[src/rtl/gpu_fill_rect_pkg.sv]
// Shared constants and types for the rectangle fill engine and its neighbours
// (the line engine reuses the pixel bus struct).
package gpu_fill_rect_pkg;

    localparam int GPU_WIDTH_BITS   = 10;
    localparam int GPU_HEIGHT_BITS  = 9;
    localparam int GPU_CHANNEL_BITS = 8;
    localparam int GPU_SCREEN_W     = 640;
    localparam int GPU_SCREEN_H     = 480;

    typedef enum logic [1:0] {
        ST_IDLE  = 2'd0,
        ST_SETUP = 2'd1,
        ST_FILL  = 2'd2,
        ST_DONE  = 2'd3
    } fill_state_t;

    typedef struct packed {
        logic [GPU_WIDTH_BITS-1:0]   x;
        logic [GPU_HEIGHT_BITS-1:0]  y;
        logic [GPU_CHANNEL_BITS-1:0] r;
        logic [GPU_CHANNEL_BITS-1:0] g;
        logic [GPU_CHANNEL_BITS-1:0] b;
    } pixel_t;

endpackage

[src/rtl/gpu_fill_rect_bounds.sv]
// Combinational corner ordering and screen clipping for the fill engine.
// empty flags a rectangle that starts entirely off-screen.
module gpu_fill_rect_bounds
    import gpu_fill_rect_pkg::*;
#(
    parameter int WIDTH_BITS  = GPU_WIDTH_BITS,
    parameter int HEIGHT_BITS = GPU_HEIGHT_BITS,
    parameter int SCREEN_W    = GPU_SCREEN_W,
    parameter int SCREEN_H    = GPU_SCREEN_H
) (
    input  logic [WIDTH_BITS-1:0]  x1,
    input  logic [HEIGHT_BITS-1:0] y1,
    input  logic [WIDTH_BITS-1:0]  x2,
    input  logic [HEIGHT_BITS-1:0] y2,
    output logic [WIDTH_BITS-1:0]  xmin,
    output logic [WIDTH_BITS-1:0]  xmax,
    output logic [HEIGHT_BITS-1:0] ymin,
    output logic [HEIGHT_BITS-1:0] ymax,
    output logic                   empty
);

    localparam logic [WIDTH_BITS-1:0]  X_LIM = WIDTH_BITS'(SCREEN_W - 1);
    localparam logic [HEIGHT_BITS-1:0] Y_LIM = HEIGHT_BITS'(SCREEN_H - 1);

    logic [WIDTH_BITS-1:0]  x_hi;
    logic [HEIGHT_BITS-1:0] y_hi;

    always_comb begin
        xmin  = (x1 < x2) ? x1 : x2;
        x_hi  = (x1 < x2) ? x2 : x1;
        ymin  = (y1 < y2) ? y1 : y2;
        y_hi  = (y1 < y2) ? y2 : y1;
        xmax  = (x_hi > X_LIM) ? X_LIM : x_hi;
        ymax  = (y_hi > Y_LIM) ? Y_LIM : y_hi;
        empty = (xmin > X_LIM) || (ymin > Y_LIM);
    end

endmodule

[src/rtl/gpu_fill_rect.sv]
// Rectangle fill engine: latches a fill command, then emits one pixel write
// per valid/ready handshake in raster order, and pulses finished_o when done.
module gpu_fill_rect
    import gpu_fill_rect_pkg::*;
#(
    parameter int WIDTH_BITS   = GPU_WIDTH_BITS,
    parameter int HEIGHT_BITS  = GPU_HEIGHT_BITS,
    parameter int CHANNEL_BITS = GPU_CHANNEL_BITS,
    parameter int SCREEN_W     = GPU_SCREEN_W,
    parameter int SCREEN_H     = GPU_SCREEN_H
) (
    input  logic                    clk,
    input  logic                    n_rst,
    input  logic                    run_i,
    input  logic [WIDTH_BITS-1:0]   x1_i,
    input  logic [HEIGHT_BITS-1:0]  y1_i,
    input  logic [WIDTH_BITS-1:0]   x2_i,
    input  logic [HEIGHT_BITS-1:0]  y2_i,
    input  logic [CHANNEL_BITS-1:0] r_i,
    input  logic [CHANNEL_BITS-1:0] g_i,
    input  logic [CHANNEL_BITS-1:0] b_i,
    output logic [WIDTH_BITS-1:0]   px_x_o,
    output logic [HEIGHT_BITS-1:0]  px_y_o,
    output logic [CHANNEL_BITS-1:0] px_r_o,
    output logic [CHANNEL_BITS-1:0] px_g_o,
    output logic [CHANNEL_BITS-1:0] px_b_o,
    output logic                    px_valid_o,
    input  logic                    px_ready_i,
    output logic                    busy_o,
    output logic                    finished_o
);

    fill_state_t             state_reg;
    logic [WIDTH_BITS-1:0]   x1_reg, x2_reg, xmin_reg, xmax_reg, x_reg;
    logic [HEIGHT_BITS-1:0]  y1_reg, y2_reg, ymax_reg, y_reg;
    logic [CHANNEL_BITS-1:0] r_reg, g_reg, b_reg;
    logic                    px_valid_reg;
    logic                    finished_reg;

    logic [WIDTH_BITS-1:0]   bnd_xmin, bnd_xmax;
    logic [HEIGHT_BITS-1:0]  bnd_ymin, bnd_ymax;
    logic                    bnd_empty;

    gpu_fill_rect_bounds #(
        .WIDTH_BITS  (WIDTH_BITS),
        .HEIGHT_BITS (HEIGHT_BITS),
        .SCREEN_W    (SCREEN_W),
        .SCREEN_H    (SCREEN_H)
    ) u_bounds (
        .x1    (x1_reg),
        .y1    (y1_reg),
        .x2    (x2_reg),
        .y2    (y2_reg),
        .xmin  (bnd_xmin),
        .xmax  (bnd_xmax),
        .ymin  (bnd_ymin),
        .ymax  (bnd_ymax),
        .empty (bnd_empty)
    );

    always_ff @(posedge clk or negedge n_rst) begin
        if (!n_rst) begin
            state_reg    <= ST_IDLE;
            x1_reg       <= '0;
            y1_reg       <= '0;
            x2_reg       <= '0;
            y2_reg       <= '0;
            r_reg        <= '0;
            g_reg        <= '0;
            b_reg        <= '0;
            xmin_reg     <= '0;
            xmax_reg     <= '0;
            ymax_reg     <= '0;
            x_reg        <= '0;
            y_reg        <= '0;
            px_valid_reg <= 1'b0;
            finished_reg <= 1'b0;
        end else begin
            case (state_reg)
                ST_IDLE: begin
                    finished_reg <= 1'b0;
                    if (run_i) begin
                        x1_reg    <= x1_i;
                        y1_reg    <= y1_i;
                        x2_reg    <= x2_i;
                        y2_reg    <= y2_i;
                        r_reg     <= r_i;
                        g_reg     <= g_i;
                        b_reg     <= b_i;
                        state_reg <= ST_SETUP;
                    end
                end
                ST_SETUP: begin
                    if (bnd_empty) begin
                        finished_reg <= 1'b1;
                        state_reg    <= ST_DONE;
                    end else begin
                        xmin_reg     <= bnd_xmin;
                        xmax_reg     <= bnd_xmax;
                        ymax_reg     <= bnd_ymax;
                        x_reg        <= bnd_xmin;
                        y_reg        <= bnd_ymin;
                        px_valid_reg <= 1'b1;
                        state_reg    <= ST_FILL;
                    end
                end
                ST_FILL: begin
                    // Counters only move on a handshake so a stalled pixel stays put.
                    if (px_valid_reg && px_ready_i) begin
                        if (x_reg < xmax_reg) begin
                            x_reg <= x_reg + WIDTH_BITS'(1);
                        end else if (y_reg < ymax_reg) begin
                            x_reg <= xmin_reg;
                            y_reg <= y_reg + HEIGHT_BITS'(1);
                        end else begin
                            px_valid_reg <= 1'b0;
                            finished_reg <= 1'b1;
                            state_reg    <= ST_DONE;
                        end
                    end
                end
                ST_DONE: begin
                    finished_reg <= 1'b0;
                    state_reg    <= ST_IDLE;
                end
                default: begin
                    px_valid_reg <= 1'b0;
                    finished_reg <= 1'b0;
                    state_reg    <= ST_IDLE;
                end
            endcase
        end
    end

    assign px_x_o     = x_reg;
    assign px_y_o     = y_reg;
    assign px_r_o     = r_reg;
    assign px_g_o     = g_reg;
    assign px_b_o     = b_reg;
    assign px_valid_o = px_valid_reg;
    assign finished_o = finished_reg;
    assign busy_o     = (state_reg != ST_IDLE);

endmodule

[config.mk]
export PLATFORM = sky130hd
export DESIGN_NAME = gpu_fill_rect
export DESIGN_NICKNAME = d
export VERILOG_FILES = /design/src/rtl/gpu_fill_rect_pkg.sv /design/src/rtl/gpu_fill_rect_bounds.sv /design/src/rtl/gpu_fill_rect.sv
export SDC_FILE = /design/constraint.sdc
export NUM_CORES = 1
export LEC_CHECK = 0
export BUFFER_PORTS_ARGS = -buffer_cell sky130_fd_sc_hd__buf_2
export CORE_MARGIN = 2
export CORE_UTILIZATION = 45
export DETAILED_ROUTE_END_ITERATION = 10
export PLACE_DENSITY_LB_ADDON = 0.3
export SETUP_SLACK_MARGIN = 0.15
export SYNTH_ARGS = -nofsm -noshare
export SYNTH_HDL_FRONTEND = slang
export SYNTH_SLANG_ARGS = --single-unit
[constraint.sdc]
create_clock -name clk -period 3.4 [get_ports clk]
set_clock_uncertainty 0.2 [all_clocks]
set_input_delay 0.68 -clock clk [delete_from_list [all_inputs] [get_ports clk]]
set_output_delay 0.68 -clock clk [all_outputs]
set_load 0.005 [all_outputs]
# After elaboration in Yosys (flattened, before gate mapping)
# Index checks and enable logic that the tools add are counted.
[op_classes]
addsub = 2
order_cmp = 8
n_eq_ne = 11
n_mux = 32
bitwise = 1
reduce_logical = 13
[ops]
columns = ["cell", "count"]
rows = [
  ["10-bit two-way mux", 7],
  ["9-bit two-way mux", 7],
  ["10-bit greater-than comparator (second input constant)", 2],
  ["10-bit < comparator", 2],
  ["10-bit one-hot mux with 2 select lines", 1],
  ["9-bit greater-than comparator (second input constant)", 2],
  ["9-bit < comparator", 2],
  ["9-bit one-hot mux with 2 select lines", 1],
  ["2-bit != test (second input constant)", 7],
  ["4-bit AND reduction", 3],
  ["10-bit by 1-bit adder with 10-bit output (second input constant)", 1],
  ["5-bit AND reduction", 2],
  ["9-bit by 1-bit adder with 9-bit output (second input constant)", 1],
  ["1-bit two-way mux", 9],
  ["2-bit two-way mux", 4],
  ["2-bit one-hot mux with 4 select lines", 1],
  ["2-bit == test (second input constant)", 2],
  ["2-bit AND reduction", 2],
  ["2-bit nonzero test", 2],
  ["3-bit != test (second input constant)", 1],
  ["1-bit one-hot mux with 3 select lines", 1],
  ["2-bit by 1-bit == test with 1-bit output (second input constant)", 1],
  ["2-bit zero test", 1],
  ["1-bit one-hot mux with 2 select lines", 1],
  ["other kinds (4)", 4],
]
[word_totals]
regBits = 114
inputBits = 66
output_inout_bits = 46
wordCells = 82

# Longest topological paths before layout
# Gate-level depths: netlist of run 1.
[depth]
depth_word = 6
ltp_mapped = 12
mapped_depth_nobuf = 9

# Hierarchy
# A second synthesis of run 1 with hierarchy kept.
[hier_totals]
hier_cells = 627
area_unflattened_um2 = 6660.1
[modules_own_cells]
columns = ["mod", "instances", "cells_per_inst", "area_each_um2", "seq_area_each_um2"]
rows = [
  ["gpu_fill_rect", 1, 480, 5561.6, 2852.7],
  ["gpu_fill_rect_bounds", 1, 147, 1098.6, 0.0],
]

# Worst setup path after synthesis of run 1
# OpenSTA, ideal clock, no wires.
[synth_timing]
path_kind = "register -> register"
start = "register y2_reg[2]"
end = "register x_reg[1] (netlist: px_x_o[1])"
setup_ns = 0.125
t_arrival_ns = 2.488
t_required_ns = 3.075
path_slack_ns = 0.587
stages_incl_launch_ff = 12
n_path_buf = 2
period_less_slack_ns = 2.813
cell_sequence = "dfrtp_1 -> inv_1 -> ha_1 -> a211o_1 -> a31oi_1 -> o211a_1 -> buf_4 -> mux2i_1 -> o31a_1 -> nor3b_2 -> buf_6 -> mux2_4"
[synth_between]
elab_chain_len = 6
[synth_rtl]
columns = ["item", "line", "rtl"]
rows = [
  ["from (decl)", "gpu_fill_rect.sv:35", "logic [HEIGHT_BITS-1:0] y1_reg, y2_reg, ymax_reg, y_reg;"],
  ["from (signal assigned)", "gpu_fill_rect.sv:86", "y2_reg <= y2_i;"],
  ["9-bit < comparator", "gpu_fill_rect_bounds.sv:31", "ymin = (y1 < y2) ? y1 : y2;"],
  ["9-bit two-way mux (*)", "gpu_fill_rect_bounds.sv:31", ""],
  ["9-bit greater-than comparator (*)", "gpu_fill_rect_bounds.sv:35", "empty = (xmin > X_LIM) || (ymin > Y_LIM);"],
  ["1-bit logical OR (*)", "gpu_fill_rect_bounds.sv:35", ""],
  ["2-bit != test (no line) (*)", "-", ""],
  ["4-bit AND reduction (no line) (*)", "-", ""],
  ["to (signal assigned)", "gpu_fill_rect.sv:101", "x_reg <= bnd_xmin;"],
  ["to (signal assigned)", "gpu_fill_rect.sv:111", "x_reg <= x_reg + WIDTH_BITS'(1);"],
  ["to (signal assigned)", "gpu_fill_rect.sv:113", "x_reg <= xmin_reg;"],
  ["to (decl)", "gpu_fill_rect.sv:34", "logic [WIDTH_BITS-1:0] x1_reg, x2_reg, xmin_reg, xmax_reg, x_reg;"],
]
# Mark *: on every way between the ends. The rest lies on a longest branch, timed or not.
# A chain may end at the register's enable or synchronous reset.

# Worst setup path after layout of run 1
[layout_timing]
start = "register x2_reg[9]"
end = "register x_reg[1] (netlist: px_x_o[1])"
[layout_between]
elab_chain_len = 6
word_cells_on_any_way = 8
cone_classes = "order compare: 2; eq/ne: 1; mux: 3; reduce/logical: 2"
[layout_rtl]
columns = ["item", "line", "rtl"]
rows = [
  ["from (decl)", "gpu_fill_rect.sv:34", ""],
  ["from (signal assigned)", "gpu_fill_rect.sv:85", "x2_reg <= x2_i;"],
  ["10-bit < comparator", "gpu_fill_rect_bounds.sv:29", "xmin = (x1 < x2) ? x1 : x2;"],
  ["10-bit two-way mux (*)", "gpu_fill_rect_bounds.sv:29", ""],
  ["10-bit greater-than comparator", "gpu_fill_rect_bounds.sv:35", ""],
  ["1-bit logical OR", "gpu_fill_rect_bounds.sv:35", ""],
  ["2-bit != test (no line)", "-", ""],
  ["4-bit AND reduction (no line)", "-", ""],
]
# Mark *: on every way between the ends. The rest lies on a longest branch, timed or not. The select of a mux whose other input is x is not followed.

==> results of run 1 <==
synthesized netlist by cell type (2+ instances only):
cell type / instances
nor3_1: 6
a31oi_1: 13
o21ai_0: 23
o31ai_1: 3
a22o_1: 2
a221oi_1: 2
a21oi_1: 38
nand3_1: 8
or3b_2: 2
buf_2: 7
a311oi_1: 3
a211o_1: 2
mux2i_1: 28
nand4_1: 6
nor2_1: 46
nand2_1: 29
mux2_2: 68
o211a_1: 2
nor3b_2: 2
a211oi_1: 5
clkbuf_1: 14
mux2_4: 9
nor4_1: 4
o2111a_1: 3
dfrtp_1: 114
o211ai_1: 13
nand2b_1: 4
ha_1: 40
xnor2_1: 6
o21ai_1: 2
xor2_1: 2
inv_1: 44
power by group through the flow:
stage	clock network [W]	registers [W]	logic [W]
2_1_floorplan	0	0.00258	0.00363
3_3_place_gp	0	0.00269	0.00472
3_5_place_dp	0	0.00274	0.00488
4_1_cts	0.00184	0.00273	0.00491
5_1_grt	0.00190	0.00285	0.00549
6_report	0.00181	0.00273	0.00493
final timing paths:
path | end | slack, ps | cells past startpoint
worst max-delay path | px_x_o[1] | 350 | 10
worst min-delay path | px_g_o[1] | 90 | 1
worst max register to register | px_x_o[1] | 350 | 10
worst min register to register | px_b_o[7] | 300 | 1
max in group asynchronous | px_x_o[1] | 2130 | 2
min in group clk | px_b_o[7] | 300 | 2
metrics by stage:
| step | power, W | setup slack (ps) | hold WS, ps | cells |
|---|---|---|---|---|
| 4_1_cts | 0.00948 | 275 | 115 | 886 |
| 3_3_place_gp | 0.00741 | 310 | 284 | 854 |
| 5_1_grt | 0.0102 | 114 | 137 | 886 |
| 2_1_floorplan | 0.00620 | 587 | 184 | 574 |
| 3_5_place_dp | 0.00762 | 286 | 288 | 854 |
| 6_report | 0.00946 | 347 | 91.9 | 886 |
routing by layer:
metal	vias up	share of wire	GRT usage
met4	0	0.0093	0.0618
met3	14	0.070	0.0595
met5	-	0	0
met2	151	0.46	0.311
li1	2321	-	-
met1	2332	0.46	0.279
worst max-delay path, delay by kind of cell (launching register included):
kind                       cells  cell delay, ps
AOI/OAI and AO/OA              3             800
and+or+nand+nor                3             580
DFF                            1             410
adders and majority gates      1             330
muxes                          1             320
buffers and inverters          2             300
cells by family (layout without fill, tap and decap cells):
logic type | after synthesis | count (layout)
muxes | 105 | 105
xor gates and xnor gates | 8 | 8
buffers and inverters | 68 | 200
DFF | 114 | 114
AOI/OAI and AO/OA | 123 | 123
adders and majority gates | 40 | 40
and+or+nand+nor | 116 | 116
area by class of cell:
| type | instances | share of cell area |
|---|---|---|
| Multi-Input combinational cell | 392 | 0.409 |
| Tap cell | 180 | 0.0293 |
| Sequential cell | 114 | 0.371 |
| Timing Repair Buffer | 124 | 0.0901 |
| Clock buffer | 22 | 0.0617 |
| Clock inverter | 10 | 0.0171 |
| Inverter | 44 | 0.0215 |
==> results_dict.tcl, run 1 <==
set metrics [dict create \
    status "completed" \
    die_x_um 122 \
    drc 0 \
    cts_resized 0 \
    crit_chain "inv_1 -> ha_1 -> nand4_1 -> a21oi_1 -> o41ai_4 -> and3b_1 -> o31a_1 -> nor3b_2 -> buf_4 -> mux2_4" \
    setup_viol 0 \
    max_slew_margin 0.514 \
    async_flop_share 1.00 \
    root_buffer "clkbuf_16" \
    gp_congestion 0.865 \
    cts_tree "built" \
    powerDensity_mw_per_mm2 1230 \
    cts.clk_slew.worst_paths_ps 50 \
    crit_slowest_cell "dfrtp_1" \
    min_period_ps 3050 \
    fin_area_mm2 0.00769 \
    synth_compound_area_frac 0.131 \
    p_switching_w 0.00381 \
    grt_max_degree 64 \
    netlist_top_cells_area "dfrtp_1 (46%), mux2_2 (12%), ha_1 (8.0%), mux2i_1 (4.5%), a21oi_1 (3.0%)" \
    seq_area_mm2 0.00285 \
    endpoint_kind "flop" \
    numClockSinks 114 \
    intPower_w 0.00565 \
    slew_viol_final 0 \
    start_util 0.455 \
    synth_top_cell_area_share 0.457 \
    htree_levels 4 \
    slowest_delay_ps 410 \
    ys_warn_count 0 \
    numCtsBuffers 17 \
    grt_pass1_vias 4852 \
    worstSetupStartpointType "flop" \
    ir_drop_uv 522 \
    drt-pass1-iter-count 5 \
    vias 4818 \
    sw_frac_of_total 0.403 \
    postCtsHoldBufs 0 \
    ys_seq_area_frac 0.457 \
    worst-setup-path-type "flop to flop" \
    yosysTopAreaCell "dfrtp_1" \
    cap_violations 0 \
    worstSkewPairLatency_ps 410 \
    r2r-start "x2_reg[9]" \
    wirelength_um 14200 \
    viasPerCell 5.44 \
    fin_setup_tns_ps 0 \
    syn_area_mm2 0.00625 \
    cts_setup_buffers 0 \
    synth_cells 574 \
    rsz0062_at_grt "no" \
    synthDistinctLibCells 56 \
    power_frac_clock 0.191 \
    die-area_mm2 0.0148 \
    antenna_found_initial 0 \
    hp-class "primary input to async pin" \
    arrival_ps 3140 \
    die_h_um 122 \
    seq_power_share 0.289 \
    final_net_count 799 \
    synth-adder-area-share 0.0801 \
    cp-startpoint "x2_reg[9]" \
    routedWlPerCell_um 16.0 \
    max_slew.worst_pin.slew_ps 723 \
    rows 43 \
    dp_hpwl_um 10500 \
    n_fill_cell 1195 \
    synth_top_family_by_area "multiplexers" \
    mostFrequentLayoutCell "dfrtp_1" \
    gr-usage-all-layers 0.203 \
    final_core_util 0.561 \
    yosys-mux-area-fraction 0.189 \
    grt_pass1_wl_um 23500 \
    synth.ff_latch_count 114 \
    coreArea_mm2 0.0137 \
    num_antenna_cells 0 \
    hold_viol_final 0 \
    area_growth_pct 23.1 \
    yosys.area_share.simple 0.0881 \
    synth.net_count 680 \
    fmax_mhz 328 \
    power_frac_comb 0.521 \
    synth.avg_cell_area_um2 10.9 \
    grt-ovfl-total 0 \
    mostFrequentLayoutCells "dfrtp_1 (114), buf_2 (110), mux2_2 (68), nor2_1 (46), inv_1 (44)" \
    postRouteAntennaNets 0 \
    synth_top_flop_cell "dfrtp_1" \
    top_level_ports 112 \
    synth_edf_count 0 \
    critPathMaxFanout 9 \
    port_buffers 111 \
    leakagePower_nw 3.65 \
    place_area_mm2 0.00707 \
    cts_max_path_buffers 2 \
    synth_xor_xnor_area_share 0.0112 \
    drive_gt1_frac 0.343 \
    multi_input_area_mm2 0.00315 \
    drt_iter0_markers 361 \
    critPathRequiredTime_ps 3490 \
    finalCritPeriodShare 0.898 \
]
(Power assumes the default switching activity.)
==> run 2: changes to the inputs <==
PLACE_DENSITY = 0.7   (was default)
PLACE_DENSITY_LB_ADDON = default   (was 0.3)
==> run 2 against run 1 <==
Hold slack got worse by 67 ps. Fmax increased by 0.38%. First-iteration DRC count decreased by 12%. Sequential share of layout area increased by 0.33 points. Critical path depth unchanged. Cell area decreased by 0.89%. Die area unchanged. Power decreased by 2.1%. Final cell count unchanged. Clock power decreased by 9%. Flip-flop and latch count unchanged. Critical endpoint is now px_x_o[2]. Largest power group unchanged.
==> results_dict.tcl, run 2 (synthesis gave the netlist of run 1 again) <==
set metrics [dict create \
    min_period_ps 3040 \
    max_slew_margin 0.483 \
    instances_no_fill 886 \
    leakagePower_nw 3.62 \
    die_x_um 122 \
    root_buffer "clkbuf_16" \
    arrival_ps 3140 \
    n_fill_cell 1172 \
    critPathMaxFanout 9 \
    hp-class "primary input to async pin" \
    vias 4749 \
    drive_gt1_frac 0.346 \
    worst-setup-path-type "flop to flop" \
    path_buf_inv 2 \
    die-area_mm2 0.0148 \
    dp_cells 855 \
    cts_tree "built" \
    cts.clk_slew.worst_paths_ps 50 \
    postRouteAntennaNets 0 \
    rows 43 \
    slowest_delay_ps 420 \
    dp_slack_ps 301 \
    worstSetupStartpointType "flop" \
    wirelength_um 14200 \
    slew_viol_final 0 \
    final_net_count 800 \
    endpoint_kind "flop" \
    hold_viol_final 0 \
    fmax_mhz 329 \
    cts_max_path_buffers 2 \
    grt_pass1_wl_um 23500 \
    die_h_um 122 \
    port_buffers 111 \
    powerDensity_mw_per_mm2 1220 \
    rsz0062_at_grt "no" \
    critPathRequiredTime_ps 3500 \
    crit_chain "inv_1 -> ha_1 -> o211ai_1 -> nor2_1 -> o41ai_4 -> a21oi_1 -> o31a_1 -> nor3b_2 -> buf_4 -> mux2_4" \
    cap_violations 0 \
    grt_pass1_vias 4888 \
    setup_slack_ps 358 \
    dp_hpwl_um 10600 \
    drt-pass1-iter-count 5 \
    fin_setup_tns_ps 0 \
    gr-usage-all-layers 0.203 \
    area_growth_pct 22.0 \
    routedWlPerCell_um 16.1 \
    coreArea_mm2 0.0137 \
    top_level_ports 112 \
    antenna_found_initial 0 \
    ir_drop_uv 458 \
    mostFrequentLayoutCells "dfrtp_1 (114), buf_2 (110), mux2_2 (68), nor2_1 (46), inv_1 (44)" \
    drt_iter0_markers 318 \
    htree_levels 4 \
    drc 0 \
    gp_congestion 0.857 \
    worstSkewPairLatency_ps 420 \
    numClockSinks 114 \
    viasPerCell 5.36 \
    mostFrequentLayoutCell "dfrtp_1" \
    critPathTopFamily "compound AO/OA/AOI/OAI gates" \
    grt_max_degree 53 \
    finalCritPeriodShare 0.895 \
    crit_slowest_cell "o31a_1" \
    setup_viol 0 \
    grt-ovfl-total 0 \
    num_antenna_cells 0 \
    status "completed" \
    numCtsBuffers 17 \
    max_slew.worst_pin.slew_ps 769 \
    start_util 0.455 \
]
-- run 2: what timing repair did --
item                                    4_1_cts  5_1_grt
buffers inserted                              0        0
endpoints found under the setup margin        0        9
resized for setup                             0        2
hold buffers                                  0        0
-- run 2: path summary, 6_finish.rpt --
check	start	end	slack [ps]	cells after the start
max in group asynchronous	n_rst	px_y_o[5]	2210	2
worst min register to register	px_g_o[1]	px_g_o[1]	300	1
worst min-delay path	n_rst	y2_reg[3]	20	1
worst max-delay path	x2_reg[1]	px_x_o[2]	360	10
min in group clk	b_i[3]	px_b_o[3]	290	2
worst max register to register	x2_reg[1]	px_x_o[2]	360	10
-- run 2: stage by stage --
stage	utilization	instance area (um2)	hold slack, ps	power [W]
after global routing	0.555	7620	46.2	0.0100
after floorplan	-	6250	184	0.00620
after CTS	0.554	7600	27.0	0.00926
after global placement	0.514	7050	284	0.00733
final	0.555	7620	24.9	0.00926
after detailed placement	0.514	7050	288	0.00756
-- run 2: report_power, final --
group          total [W]  switching (W)  leakage (nW)  internal (W)
Clock            0.00164       0.000601         0.273       0.00104
Sequential       0.00272       0.000635          1.32       0.00208
Combinational    0.00490        0.00257          2.02       0.00233
-- run 2: per-layer routing --
metal / vias to the layer above / wire length, um / GRT usage
met1: 2302 / 6410 / 0.264
li1: 2311 / - / -
met2: 124 / 6790 / 0.325
met3: 12 / 897 / 0.0590
met4: 0 / 157 / 0.0718
met5: - / 0 / 0
-- run 2: layout make-up --
cell class | count | area (um2) | area share
tap | 180 | 225 | 0.0296
clock inverter | 11 | 87.6 | 0.0115
clock buffer | 20 | 467 | 0.0612
timing repair buffer | 125 | 676 | 0.0887
inverter | 44 | 165 | 0.0217
multi-input combinational | 392 | 3150 | 0.413
sequential | 114 | 2850 | 0.374
==> run 3: changes to the inputs <==
ABC_AREA = 1   (was default)
GPL_ROUTABILITY_DRIVEN = 0   (was default)
PLACE_DENSITY = 0.69   (was 0.7)
==> run 3 against run 2 <==
Clock-buffer cell count up 2. Sequential power fell by 50%. Routed wire length rose by 2.6%. First-iteration DRC count increased by 12%. Critical endpoint is now px_x_o[7]. Largest power group is now the clock network. Highest routed layer is now met5.
==> results_dict.tcl, run 3 <==
set metrics [dict create \
    synthDistinctLibCells 36 \
    ys_warn_count 0 \
    grt_max_degree 52 \
    htree_levels 4 \
    synth_top_cell_area_share 0.440 \
    critPathMaxFanout 24 \
    status "completed" \
    die_x_um 124 \
    numCtsBuffers 17 \
    grt-busiest-layer "met2" \
    viasPerCell 4.93 \
    area_growth_pct 21.2 \
    yosysTopAreaCell "dfrtp_1" \
    port_buffers 111 \
    drc 0 \
    slew_viol_final 0 \
    fin_area_mm2 0.00786 \
    grt_pass1_wl_um 24700 \
    vias 5424 \
    arrival_ps 2870 \
    rr_endpoint "px_x_o[7]" \
    hold_viol_final 0 \
    grt_use_met3 0.0646 \
    leakagePower_nw 4.29 \
    finalCritPeriodShare 0.798 \
    die-area_mm2 0.0154 \
    rrSetupSlack_ps 690 \
    hp-class "primary input to async pin" \
    postRouteAntennaNets 0 \
    synth.net_count 902 \
    min_period_ps 2710 \
    die_h_um 124 \
    max_slew.worst_pin.slew_ps 600 \
    use_met1 0.297 \
    grt_pass1_vias 5101 \
    drt-pass1-iter-count 5 \
    rsz0062_at_grt "no" \
    grt-ovfl-total 0 \
    async_flop_share 1.00 \
    cts_tree "built" \
    worstSetupStartpointType "flop" \
    max_slew_margin 0.600 \
    antenna_found_initial 1 \
    cts_setup_buffers 0 \
    synth_top_flop_cell "dfrtp_1" \
    final_net_count 1014 \
    ir_drop_uv 359 \
    ys_seq_area_frac 0.440 \
    rows 43 \
    numClockSinks 114 \
    worst-setup-path-type "flop to flop" \
    crit_path_frequent_cell "nand2_1" \
    postCtsHoldBufs 0 \
    cap_violations 0 \
    crit_slowest_cell "dfrtp_1" \
    routedWlPerCell_um 13.3 \
    worstSkewPairLatency_ps 420 \
    mostFrequentLayoutCell "nand2_1" \
    wirelength_um 14600 \
    cts_max_path_buffers 2 \
    coreArea_mm2 0.0140 \
    synth.ff_latch_count 114 \
    synth_cells 796 \
    cts.clk_slew.worst_paths_ps 50 \
    powerDensity_mw_per_mm2 433 \
    place_area_mm2 0.00719 \
    slowest_delay_ps 350 \
    root_buffer "clkbuf_16" \
    start_util 0.463 \
    fmax_mhz 369 \
    drt_iter0_markers 355 \
    cts_resized 0 \
    gr-usage-all-layers 0.208 \
    top_level_ports 112 \
    reg2regPathDepth 15 \
    syn_area_mm2 0.00648 \
    r2r-start "y2_reg[8]" \
    n_fill_cell 1343 \
    endpoint_kind "flop" \
    grt_use_met2 0.305 \
    netlist_top_cells_area "dfrtp_1 (44%), nand2_1 (13%), ha_1 (7.7%), mux2_2 (4.9%), inv_1 (4.7%)" \
    drive_gt1_frac 0.229 \
    setup_viol 0 \
    yosysMostFrequentCell "nand2_1" \
    critPathRequiredTime_ps 3550 \
    mostFrequentLayoutCells "nand2_1 (232), dfrtp_1 (114), buf_2 (110), inv_1 (81), nor2_1 (55)" \
    num_antenna_cells 0 \
    synth.avg_cell_area_um2 8.14 \
    fin_setup_tns_ps 0 \
    crit_chain "inv_1 -> ha_1 -> nand2_2 -> inv_2 -> a21oi_4 -> nand3_2 -> nand2_1 -> nand2_1 -> nor2_1 -> nand2_1 -> nand2_4 -> nand2_4 -> nand2_2 -> nand2_1 -> nand2_1" \
    dp_hpwl_um 10900 \
    synth_commonest_cells "nand2_1 (233), dfrtp_1 (114), inv_1 (81)" \
    synth_edf_count 0 \
]
==> run 3: changes by cell type after synthesis, sizes merged, moves of 28 or more <==
| cell | before | now |
|---|---|---|
| inv | 44 | 83 |
| mux2 | 77 | 28 |
| mux2i | 28 | 0 |
| nand2 | 30 | 243 |
| nand3 | 8 | 40 |
| o21ai | 25 | 74 |
==> run 3: per-stage QoR <==
stage                     hold WS, ps  std cells  setup slack [ps]   util  total power, W
final                            69.8       1101               688  0.562         0.00340
after global routing              119       1101               359  0.562         0.00351
after CTS                        90.4       1101               687  0.562         0.00344
after detailed placement          260       1069               756  0.514         0.00145
after global placement            257       1069               791  0.514         0.00145
after floorplan                   184        796              1200      -         0.00138
==> run 3: power by group <==
group	leakage, nW	total [W]	switching (W)	internal (W)
Combinational	2.55	0.0000651	0.0000364	0.0000287
Sequential	1.41	0.00136	0	0.00136
Clock	0.326	0.00198	0.000608	0.00137
Total	4.29	0.00340	0.000644	0.00276
==> run 3: routing by layer <==
metal / vias to the layer above / part of all wire
li1: 2806 / -
met1: 2467 / 0.50
met2: 131 / 0.43
met3: 18 / 0.064
met4: 2 / 0.012
met5: - / 0.00089
==> run 3: final cells by class <==
type,instances,area (um2),share of cell area
inverters,83,312,0.0397
clock buffers,22,484,0.0616
repair buffers,122,653,0.0831
clock inverters,10,178,0.0226
well taps,180,225,0.0287
flip-flops and latches,114,2850,0.363
multi-input cells,570,3150,0.401
==> run 3: kinds of logic (layout without fill, tap and decap cells) <==
family,Yosys count,count (layout),synth area share
AO/OA/AOI/OAI,134,134,0.109
XOR/XNOR,10,10,0.0135
adder cells (fa/ha/maj),40,40,0.0772
buffers and inverters,112,237,0.0749
flip-flops,114,114,0.440
multiplexers,28,28,0.0486
AND/OR/NAND/NOR,358,358,0.236
==> run 3: worst max path at each step <==
stage | startpoint | end | cells after the start
detailed placement | y2_reg[8] | px_x_o[5] | 15
finish | y2_reg[8] | px_x_o[7] | 15
CTS | y2_reg[8] | px_x_o[7] | 15
floorplan | px_x_o[3] | px_y_o[6] | 12
global route | y2_reg[8] | px_x_o[7] | 15
global placement | y2_reg[8] | px_x_o[6] | 15
==> run 3: critical path, delay by kind of cell, from the launching register on <==
kind	cells	cell delay, ps
buffers and inverters	2	180
adders and majority gates	1	270
and+or+nand+nor	11	1420
AOI/OAI and AO/OA	1	200
DFF	1	350
